==> src/rtl/mistral_dsp_pkg.sv <==
// Shared types and helpers for the Mistral DSP multiply-accumulate block.
// The optional saturating accumulator is selected with MISTRAL_DSP_ACC_SAT_EN.
package mistral_dsp_pkg;

  typedef enum logic [1:0] {
    MUL9  = 2'd0,
    MUL18 = 2'd1,
    MUL27 = 2'd2
  } mul_mode_e;

  localparam int MUL9_W        = 9;
  localparam int MUL18_W       = 18;
  localparam int MUL27_W       = 27;
  localparam int ACC_WIDTH_MAX = 64;

  // Control bits that travel alongside a sample through the pipeline.
  typedef struct packed {
    logic valid;
    logic load;
    logic acc;
  } mac_ctrl_t;

  // Smallest native multiplier that covers both operand widths.
  function automatic mul_mode_e sel_mode(input int a_w, input int b_w);
    int m;
    m = (a_w > b_w) ? a_w : b_w;
    if (m <= MUL9_W) begin
      return MUL9;
    end else if (m <= MUL18_W) begin
      return MUL18;
    end
    return MUL27;
  endfunction

  function automatic int mode_width(input mul_mode_e m);
    case (m)
      MUL9:    return MUL9_W;
      MUL18:   return MUL18_W;
      default: return MUL27_W;
    endcase
  endfunction

endpackage

==> src/rtl/mistral_dsp_mac_if.sv <==
// Sample/result bus of mistral_dsp_mac; clock and reset stay outside.
// Built the same way whether or not MISTRAL_DSP_ACC_SAT_EN is defined.
interface mistral_dsp_mac_if #(
  parameter int A_WIDTH   = 27,
  parameter int B_WIDTH   = 27,
  parameter int ACC_WIDTH = 64
);

  // Valid-only stream, no backpressure: a sample (A, B, LOAD, ACC) is taken
  // when IN_VALID is high at a rising clock edge with ENA high. OUT_VALID marks
  // the cycle Y picks up a new result; ENA low freezes it with everything else.
  logic                 ENA;
  logic                 IN_VALID;
  logic [A_WIDTH-1:0]   A;
  logic [B_WIDTH-1:0]   B;
  logic                 LOAD;
  logic                 ACC;
  logic [ACC_WIDTH-1:0] Y;
  logic                 OUT_VALID;
  logic                 OVF;

  modport master (
    output ENA, IN_VALID, A, B, LOAD, ACC,
    input  Y, OUT_VALID, OVF
  );

  modport slave (
    input  ENA, IN_VALID, A, B, LOAD, ACC,
    output Y, OUT_VALID, OVF
  );

endinterface

==> src/rtl/mistral_dsp_mul.sv <==
// Combinational extend-and-multiply sized to the selected native DSP mode.
// Independent of MISTRAL_DSP_ACC_SAT_EN.
module mistral_dsp_mul
  import mistral_dsp_pkg::*;
#(
  parameter int        A_WIDTH  = 27,
  parameter int        B_WIDTH  = 27,
  parameter bit        A_SIGNED = 1'b1,
  parameter bit        B_SIGNED = 1'b1,
  parameter mul_mode_e MODE     = MUL27,
  localparam int       MW       = mode_width(MODE),
  localparam int       PW       = 2 * MW
) (
  input  logic [A_WIDTH-1:0] a_i,
  input  logic [B_WIDTH-1:0] b_i,
  output logic [PW-1:0]      p_o
);

  logic [MW-1:0]        a_m;
  logic [MW-1:0]        b_m;
  logic signed [MW:0]   a_s;
  logic signed [MW:0]   b_s;
  logic signed [PW-1:0] prod;

  // One guard bit lets a single signed multiplier serve every signedness mix;
  // the low PW bits of the product are exact for all of them.
  always_comb begin
    if (A_SIGNED) a_m = MW'($signed(a_i));
    else          a_m = MW'(a_i);
    if (B_SIGNED) b_m = MW'($signed(b_i));
    else          b_m = MW'(b_i);

    a_s  = {(A_SIGNED ? a_m[MW-1] : 1'b0), a_m};
    b_s  = {(B_SIGNED ? b_m[MW-1] : 1'b0), b_m};
    prod = PW'(a_s) * PW'(b_s);
    p_o  = prod;
  end

endmodule

==> src/rtl/mistral_dsp_mac.sv <==
// Three-stage registered multiply-accumulate with sticky overflow flag.
// Define MISTRAL_DSP_ACC_SAT_EN to saturate the accumulator instead of wrapping.
module mistral_dsp_mac
  import mistral_dsp_pkg::*;
#(
  parameter int A_WIDTH   = 27,
  parameter int B_WIDTH   = 27,
  parameter bit A_SIGNED  = 1'b1,
  parameter bit B_SIGNED  = 1'b1,
  parameter int ACC_WIDTH = 64
) (
  input  logic             CLK,
  input  logic             ACLR,
  mistral_dsp_mac_if.slave bus
);

  localparam mul_mode_e MODE     = sel_mode(A_WIDTH, B_WIDTH);
  localparam int        MW       = mode_width(MODE);
  localparam int        PW       = 2 * MW;
  localparam bit        P_SIGNED = A_SIGNED || B_SIGNED;
  localparam int        MSB      = ACC_WIDTH - 1;

  // Stage 1: operands and control
  logic [A_WIDTH-1:0]   a_q;
  logic [B_WIDTH-1:0]   b_q;
  mac_ctrl_t            ctrl1_q;
  mac_ctrl_t            ctrl1_d;

  // Stage 2: product and control
  logic [PW-1:0]        p_d;
  logic [PW-1:0]        p_q;
  mac_ctrl_t            ctrl2_q;

  // Stage 3: accumulator and flags
  logic [ACC_WIDTH-1:0] acc_d;
  logic [ACC_WIDTH-1:0] acc_q;
  logic                 ovf_d;
  logic                 ovf_q;
  logic                 out_valid_q;

  logic signed [PW:0]   p_sx;
  logic [ACC_WIDTH-1:0] p_ext;
  logic [ACC_WIDTH:0]   sum;
  logic [ACC_WIDTH-1:0] add_res;
  logic                 add_ovf;

  always_comb begin
    ctrl1_d       = '0;
    ctrl1_d.valid = bus.IN_VALID;
    ctrl1_d.load  = bus.LOAD;
    ctrl1_d.acc   = bus.ACC;
  end

  always_ff @(posedge CLK or negedge ACLR) begin
    if (!ACLR) begin
      a_q     <= '0;
      b_q     <= '0;
      ctrl1_q <= '0;
    end else if (bus.ENA) begin
      a_q     <= bus.A;
      b_q     <= bus.B;
      ctrl1_q <= ctrl1_d;
    end
  end

  mistral_dsp_mul #(
    .A_WIDTH  (A_WIDTH),
    .B_WIDTH  (B_WIDTH),
    .A_SIGNED (A_SIGNED),
    .B_SIGNED (B_SIGNED),
    .MODE     (MODE)
  ) u_mul (
    .a_i (a_q),
    .b_i (b_q),
    .p_o (p_d)
  );

  always_ff @(posedge CLK or negedge ACLR) begin
    if (!ACLR) begin
      p_q     <= '0;
      ctrl2_q <= '0;
    end else if (bus.ENA) begin
      p_q     <= p_d;
      ctrl2_q <= ctrl1_q;
    end
  end

  // Product widened to the accumulator; a signed operand makes it signed.
  always_comb begin
    p_sx  = {(P_SIGNED ? p_q[PW-1] : 1'b0), p_q};
    p_ext = ACC_WIDTH'(p_sx);
  end

  always_comb begin
    sum     = {1'b0, acc_q} + {1'b0, p_ext};
    add_res = sum[ACC_WIDTH-1:0];
    if (P_SIGNED) begin
      add_ovf = (acc_q[MSB] == p_ext[MSB]) && (sum[MSB] != acc_q[MSB]);
    end else begin
      add_ovf = sum[ACC_WIDTH];
    end
`ifdef MISTRAL_DSP_ACC_SAT_EN
    // Overflow direction follows the addend's sign.
    if (add_ovf) begin
      if (P_SIGNED) begin
        add_res = p_ext[MSB] ? {1'b1, {(ACC_WIDTH-1){1'b0}}}
                             : {1'b0, {(ACC_WIDTH-1){1'b1}}};
      end else begin
        add_res = '1;
      end
    end
`endif
  end

  always_comb begin
    acc_d = acc_q;
    ovf_d = ovf_q;
    if (ctrl2_q.valid) begin
      if (ctrl2_q.load || !ctrl2_q.acc) begin
        acc_d = p_ext;
        ovf_d = 1'b0;
      end else begin
        acc_d = add_res;
        ovf_d = ovf_q | add_ovf;
      end
    end
  end

  always_ff @(posedge CLK or negedge ACLR) begin
    if (!ACLR) begin
      acc_q       <= '0;
      ovf_q       <= 1'b0;
      out_valid_q <= 1'b0;
    end else if (bus.ENA) begin
      acc_q       <= acc_d;
      ovf_q       <= ovf_d;
      out_valid_q <= ctrl2_q.valid;
    end
  end

  assign bus.Y         = acc_q;
  assign bus.OUT_VALID = out_valid_q;
  assign bus.OVF       = ovf_q;

endmodule

==> src/flat_wrapper.sv <==
// flat-port wrapper written by rule: the top's interface ports become plain ports
module mistral_dsp_mac_flat import mistral_dsp_pkg::*;
#(
  parameter int A_WIDTH   = 27,
  parameter int B_WIDTH   = 27,
  parameter bit A_SIGNED  = 1'b1,
  parameter bit B_SIGNED  = 1'b1,
  parameter int ACC_WIDTH = 64
)
  (CLK, ACLR, bus_ENA, bus_IN_VALID, bus_A, bus_B, bus_LOAD, bus_ACC, bus_Y, bus_OUT_VALID, bus_OVF);
  mistral_dsp_mac_if #(.A_WIDTH(A_WIDTH), .B_WIDTH(B_WIDTH), .ACC_WIDTH(ACC_WIDTH)) bus_i ();
  input  logic CLK;
  input  logic ACLR;
  input wire logic [$bits(bus_i.ENA)-1:0] bus_ENA;
  input wire logic [$bits(bus_i.IN_VALID)-1:0] bus_IN_VALID;
  input wire logic [$bits(bus_i.A)-1:0] bus_A;
  input wire logic [$bits(bus_i.B)-1:0] bus_B;
  input wire logic [$bits(bus_i.LOAD)-1:0] bus_LOAD;
  input wire logic [$bits(bus_i.ACC)-1:0] bus_ACC;
  output wire logic [$bits(bus_i.Y)-1:0] bus_Y;
  output wire logic [$bits(bus_i.OUT_VALID)-1:0] bus_OUT_VALID;
  output wire logic [$bits(bus_i.OVF)-1:0] bus_OVF;
  assign bus_i.ENA = bus_ENA;
  assign bus_i.IN_VALID = bus_IN_VALID;
  assign bus_i.A = bus_A;
  assign bus_i.B = bus_B;
  assign bus_i.LOAD = bus_LOAD;
  assign bus_i.ACC = bus_ACC;
  assign bus_Y = bus_i.Y;
  assign bus_OUT_VALID = bus_i.OUT_VALID;
  assign bus_OVF = bus_i.OVF;
  mistral_dsp_mac #(.A_WIDTH(A_WIDTH), .B_WIDTH(B_WIDTH), .A_SIGNED(A_SIGNED), .B_SIGNED(B_SIGNED), .ACC_WIDTH(ACC_WIDTH)) u_core (.CLK(CLK), .ACLR(ACLR), .bus(bus_i));
endmodule
==> config.mk <==
export PLATFORM = sky130hd
export DESIGN_NAME = mistral_dsp_mac_flat
export DESIGN_NICKNAME = d
export VERILOG_FILES = /design/src/rtl/mistral_dsp_pkg.sv /design/src/rtl/mistral_dsp_mac_if.sv /design/src/rtl/mistral_dsp_mul.sv /design/src/rtl/mistral_dsp_mac.sv /design/src/flat_wrapper.sv
export SDC_FILE = /design/constraint.sdc
export NUM_CORES = 2
export LEC_CHECK = 0
export ABC_AREA = 1
export BUFFER_PORTS_ARGS = -buffer_cell sky130_fd_sc_hd__clkbuf_2
export CAP_MARGIN = 5
export CORE_ASPECT_RATIO = 1.25
export CORE_MARGIN = 10
export CORE_UTILIZATION = 35
export DETAILED_ROUTE_END_ITERATION = 7
export PLACE_DENSITY = 0.61
export SYNTH_ARGS = -nofsm -noshare
export SYNTH_HDL_FRONTEND = slang
export SYNTH_HIERARCHICAL = 1
export SYNTH_SLANG_ARGS = --single-unit
==> constraint.sdc <==
create_clock -name CLK -period 12.4 [get_ports CLK]
set_input_delay 1.86 -clock CLK [delete_from_list [all_inputs] [get_ports CLK]]
set_output_delay 1.86 -clock CLK [all_outputs]
set_load 0.01 [all_outputs]
-- Word-level counts from Yosys, hierarchy flattened
Index checks and enable logic that the tools add are counted.
- multipliers: 1
- muxes and demuxes: 2
- reductions and logical operators: 4
- equality and inequality tests: 2
- bitwise gates (word level): 1
- $add $sub $neg: 1
- operators with widths (kind ; count):
    adder 64 bit ; 1
    two-way mux 64 bit ; 1
    multiplier 27 x 27 -> 54 bit ; 1
    AND reduction 2 bit ; 1
    == test 1 bit ; 1
    logical AND 1 bit ; 1
    zero test 1 bit ; 1
    logical OR 1 bit ; 1
    two-way mux 1 bit ; 1
    != test 1 bit ; 1
    OR 1 bit ; 1
- output and inout port bits: 66
- input bits: 60
- word-level logic and storage cells: 23
- register bits: 180

-- Logic depth before layout (Yosys ltp)
- word-level depth: 5
- gate-level depth with buffers: 32
- gate-level depth less buffers: 30

-- Hierarchy
The synthesis kept the hierarchy.
- by module, submodules not included (module ; cells each ; area an instance (sq um) ; times used ; seq. area each (sq um)):
    mistral_dsp_mul ; 3745 ; 28333.4 ; 1 ; 0.0
    mistral_dsp_mac ; 1951 ; 12917.4 ; 1 ; 4504.3

-- Worst setup path after synthesis
OpenSTA, ideal clock, no wires.
- path kind: register -> register
- start point: register u_core.a_q[26]
- end point: register u_core.p_q[53]
- period minus slack after synthesis: 6.831 ns
- required time: 12.275 ns
- path slack: 5.569 ns
- path buffers: 2
- setup time: 0.125 ns
- data arrival time: 6.706 ns
- stages on the path, launching flop included: 27
- cell sequence: dfrtp_1 > clkbuf_1 > clkbuf_1 > nand2_1 > inv_1 > fa_1 > fa_1 > inv_1 > fa_1 > inv_1 > fa_1 > fa_1 > inv_1 > fa_1 > inv_1 > fa_1 > ha_1 > nand2_1 > nor3_1 > nand2_1 > nor3_1 > nand2_1 > nand3_1 > inv_1 > nand2_1 > nand2_1 > mux2_2
- word-level cells in the longest chain between the ends: 1
- ends and longest elaborated chain (what ; line ; text):
    start, declared ; mistral_dsp_mac.sv:24 ; logic [A_WIDTH-1:0] a_q;
    start signal, assigned ; mistral_dsp_mac.sv:60 ; a_q <= bus.A;
    multiplier 27 x 27 -> 54 bit ; mistral_dsp_mul.sv:35 ; prod = PW'(a_s) * PW'(b_s);
    named net u_core.p_d[53] ; mistral_dsp_mac.sv:30 ; logic [PW-1:0] p_d;
    end signal, assigned ; mistral_dsp_mac.sv:83 ; p_q <= p_d;
    end, declared ; mistral_dsp_mac.sv:31 ; logic [PW-1:0] p_q;
The timed path passes the listed nets, and every way through them passes these cells.
A chain may end at the register's enable or synchronous reset.

-- Worst setup path after layout
- start point: register u_core.b_q[0]
- end point: register u_core.p_q[53]
- word-level cells in the longest chain between the ends: 1
- ends and longest elaborated chain (what ; line ; text):
    start, declared ; mistral_dsp_mac.sv:25 ; logic [B_WIDTH-1:0] b_q;
    start signal, assigned ; mistral_dsp_mac.sv:61 ; b_q <= bus.B;
    multiplier 27 x 27 -> 54 bit ; mistral_dsp_mul.sv:35 ;
    named net u_core.p_d[53] ; mistral_dsp_mac.sv:30 ;
The timed path passes the listed nets, and every way through them passes these cells.

==> impl_metrics.tcl <==
set metrics [dict create \
    h-tree-depth 4 \
    fin_setup_tns_ns 0 \
    grt_use_total 0.200 \
    yosysWarnings 6 \
    die_area_mm2 0.132 \
    slew_violations 0 \
    portBuffers 125 \
    core_mm2 0.117 \
    hpwl_um 108000 \
    drt-total-wl_um 130000 \
    slew_headroom 0.136 \
    period_share 0.646 \
    drc 0 \
    grt_antenna_before_repair 2 \
    synth_ff_type "dfrtp_1" \
    gr-total-overflow 0 \
    synth_top_area_cell "fa_1" \
    cp.arrival_ns 8.43 \
    synth.avg_cell_area_um2 7.24 \
    tightest_slew_ns 1.30 \
    finClkSkew_ns 0.0305 \
    fin_nets 6741 \
    synth.yosys.seq_area_share 0.109 \
    clk_latency_ns 0.55 \
    critPathMaxFanout 28 \
    cts_hold_buf 0 \
    numCtsBuffers 17 \
    critPathLaunchType "flop" \
    grt_pass1_wl_um 204000 \
    yosysMostFrequentCell "nand2_1" \
    drt_iter0_markers 2068 \
    clockBufferDepth 2 \
    multiInputGateArea_mm2 0.0297 \
    die_y_um 404 \
    post-route-min-period_ns 8.01 \
    route.detailed.wl_per_inst_um 17.8 \
    num_io_pins 126 \
    grt_max_degree 92 \
    synth.ff_latch_count 180 \
    postCtsResizedCells 0 \
    synth-edff-count 0 \
    vias 34300 \
    clock_sinks 180 \
    ant_nets 0 \
    die_w_um 327 \
    synth.distinct_cells 41 \
    seqCellArea_mm2 0.00450 \
    initial_core_util 0.353 \
    fp-row-count 140 \
    grt_pass1_vias 36700 \
    root_buffer "clkbuf_16" \
    fmax_mhz 125 \
    cts.clk_slew.worst_paths_ns 0.08 \
    viasPerCell 4.71 \
    critPathRequiredTime_ns 12.82 \
    cts_tree "yes" \
    ys_async_sr_fraction 1.00 \
    yosys.area.top_type_share 0.370 \
    hold_path_class "reg -> reg" \
    setup_violations 0 \
    firstDrtPassIters 6 \
    dpl.cell_count 7241 \
    syn_area_mm2 0.0413 \
    maxCapViolations 0 \
    finalHoldViolCount 0 \
    drive_above_1_share 0.0627 \
    status "finished clean" \
    crit_path_end_kind "flop" \
    rrSetupSlack_ns 4.39 \
    fillers 12400 \
    final-instance-count-excl-fill 7274 \
    post-cts-setup-buffer-count 0 \
    syn_nets 6739 \
    synthCells 5696 \
    synth_top_cells_by_count "nand2_1, inv_1, fa_1" \
    synthTopCellsByArea "fa_1, nand2_1, inv_1" \
    critPathKind "reg -> reg" \
    rsz0062_at_grt "false" \
    synthToLayoutAreaGrowth_pct 7.03 \
    gp_congestion 0.961 \
]
-- cell type report --
class / instances / area share
multi-input combinational: 3627 / 0.672
sequential: 180 / 0.102
timing repair buffer: 185 / 0.0247
tap: 1562 / 0.0443
antenna: 1 / 0.0000567
clock buffer: 19 / 0.0103
inverter: 1687 / 0.143
clock inverter: 13 / 0.00366
-- routing by layer --
layer / GRT usage / wire length (um)
met1: 0.227 / 50100
met2: 0.364 / 66400
met3: 0.0255 / 6210
met4: 0.0997 / 6910
met5: 0 / 13
-- cells by family after synthesis --
| logic type | share of synthesized area |
|---|---|
| AO/OA/AOI/OAI | 0.0403 |
| flip-flops | 0.109 |
| adder cells (fa/ha/maj) | 0.437 |
| multiplexers | 0.0164 |
| XOR/XNOR | 0.0108 |
| buffers and inverters | 0.172 |
| AND/OR/NAND/NOR | 0.214 |
-- layout by cell type (no fill, tap or decap), drive strengths merged --
cell type,count
and2,5
nand3,126
nand4,28
and3,4
bufinv,2
dfrtp,180
o221ai,7
nor3,33
inv,1690
clkinv,6
nand3b,2
nor4,2
a21oi,167
buf,61
fa,762
o21bai,6
or2,9
a31oi,2
xor2,43
o21ai,123
diode,1
nor2,238
clkbuf,143
o22ai,1
nor3b,1
clkinvlp,2
ha,221
o211ai,10
nand2,1769
mux2,60
xnor2,8
-- state kept, by name, summed over array words and instances, names as in the netlist --
name and flops:
u_core/bus.Y 64, u_core/p_q 54, u_core/a_q 27, u_core/b_q 27, u_core/ctrl1_q 3, u_core/ctrl2_q 3, u_core/bus.OUT_VALID 1, u_core/bus.OVF 1
-- critical path, cell delays in order (launching register included) --
cell     delay [ns]
dfrtp_1        1.09
nand2_1        0.31
inv_1          0.16
fa_1           0.51
fa_1           0.64
fa_1           0.70
ha_1           0.52
inv_1          0.46
fa_1           0.64
inv_1          0.06
fa_1           0.52
inv_1          0.05
fa_1           0.47
inv_1          0.04
ha_1           0.38
nand2_1        0.14
nor2_1         0.28
nand2_1        0.16
nor3_1         0.20
nand2_1        0.06
nand3_1        0.10
inv_1          0.04
nand2_1        0.05
nand2_1        0.04
mux2_2         0.25
-- per-stage QoR --
stage	utilization	worst slack, ns	hold WS [ns]	instance area [um^2]
after floorplan	-	5.57	0.449	41300
after global placement	0.373	4.38	0.467	43500
after detailed placement	0.373	4.35	0.477	43500
after CTS	0.378	4.33	0.511	44100
after global routing	0.378	3.85	0.522	44100
final	0.378	4.39	0.497	44200
-- path summary, 6_finish.rpt --
kind,start,endpoint,cells past startpoint
hold / removal,u_core/ctrl1_q[0],u_core/ctrl2_q[0],2
min in group asynchronous,ACLR,u_core/b_q[26],1
max in group asynchronous,ACLR,u_core/bus.Y[31],3
hold reg to reg,u_core/ctrl1_q[0],u_core/ctrl2_q[0],2
setup / recovery,u_core/b_q[0],u_core/p_q[53],24
setup reg to reg,u_core/b_q[0],u_core/p_q[53],24
Power is left out: the tool's default activity adds up to more than one toggle a clock period on the data nets, which glitch-free logic cannot reach.
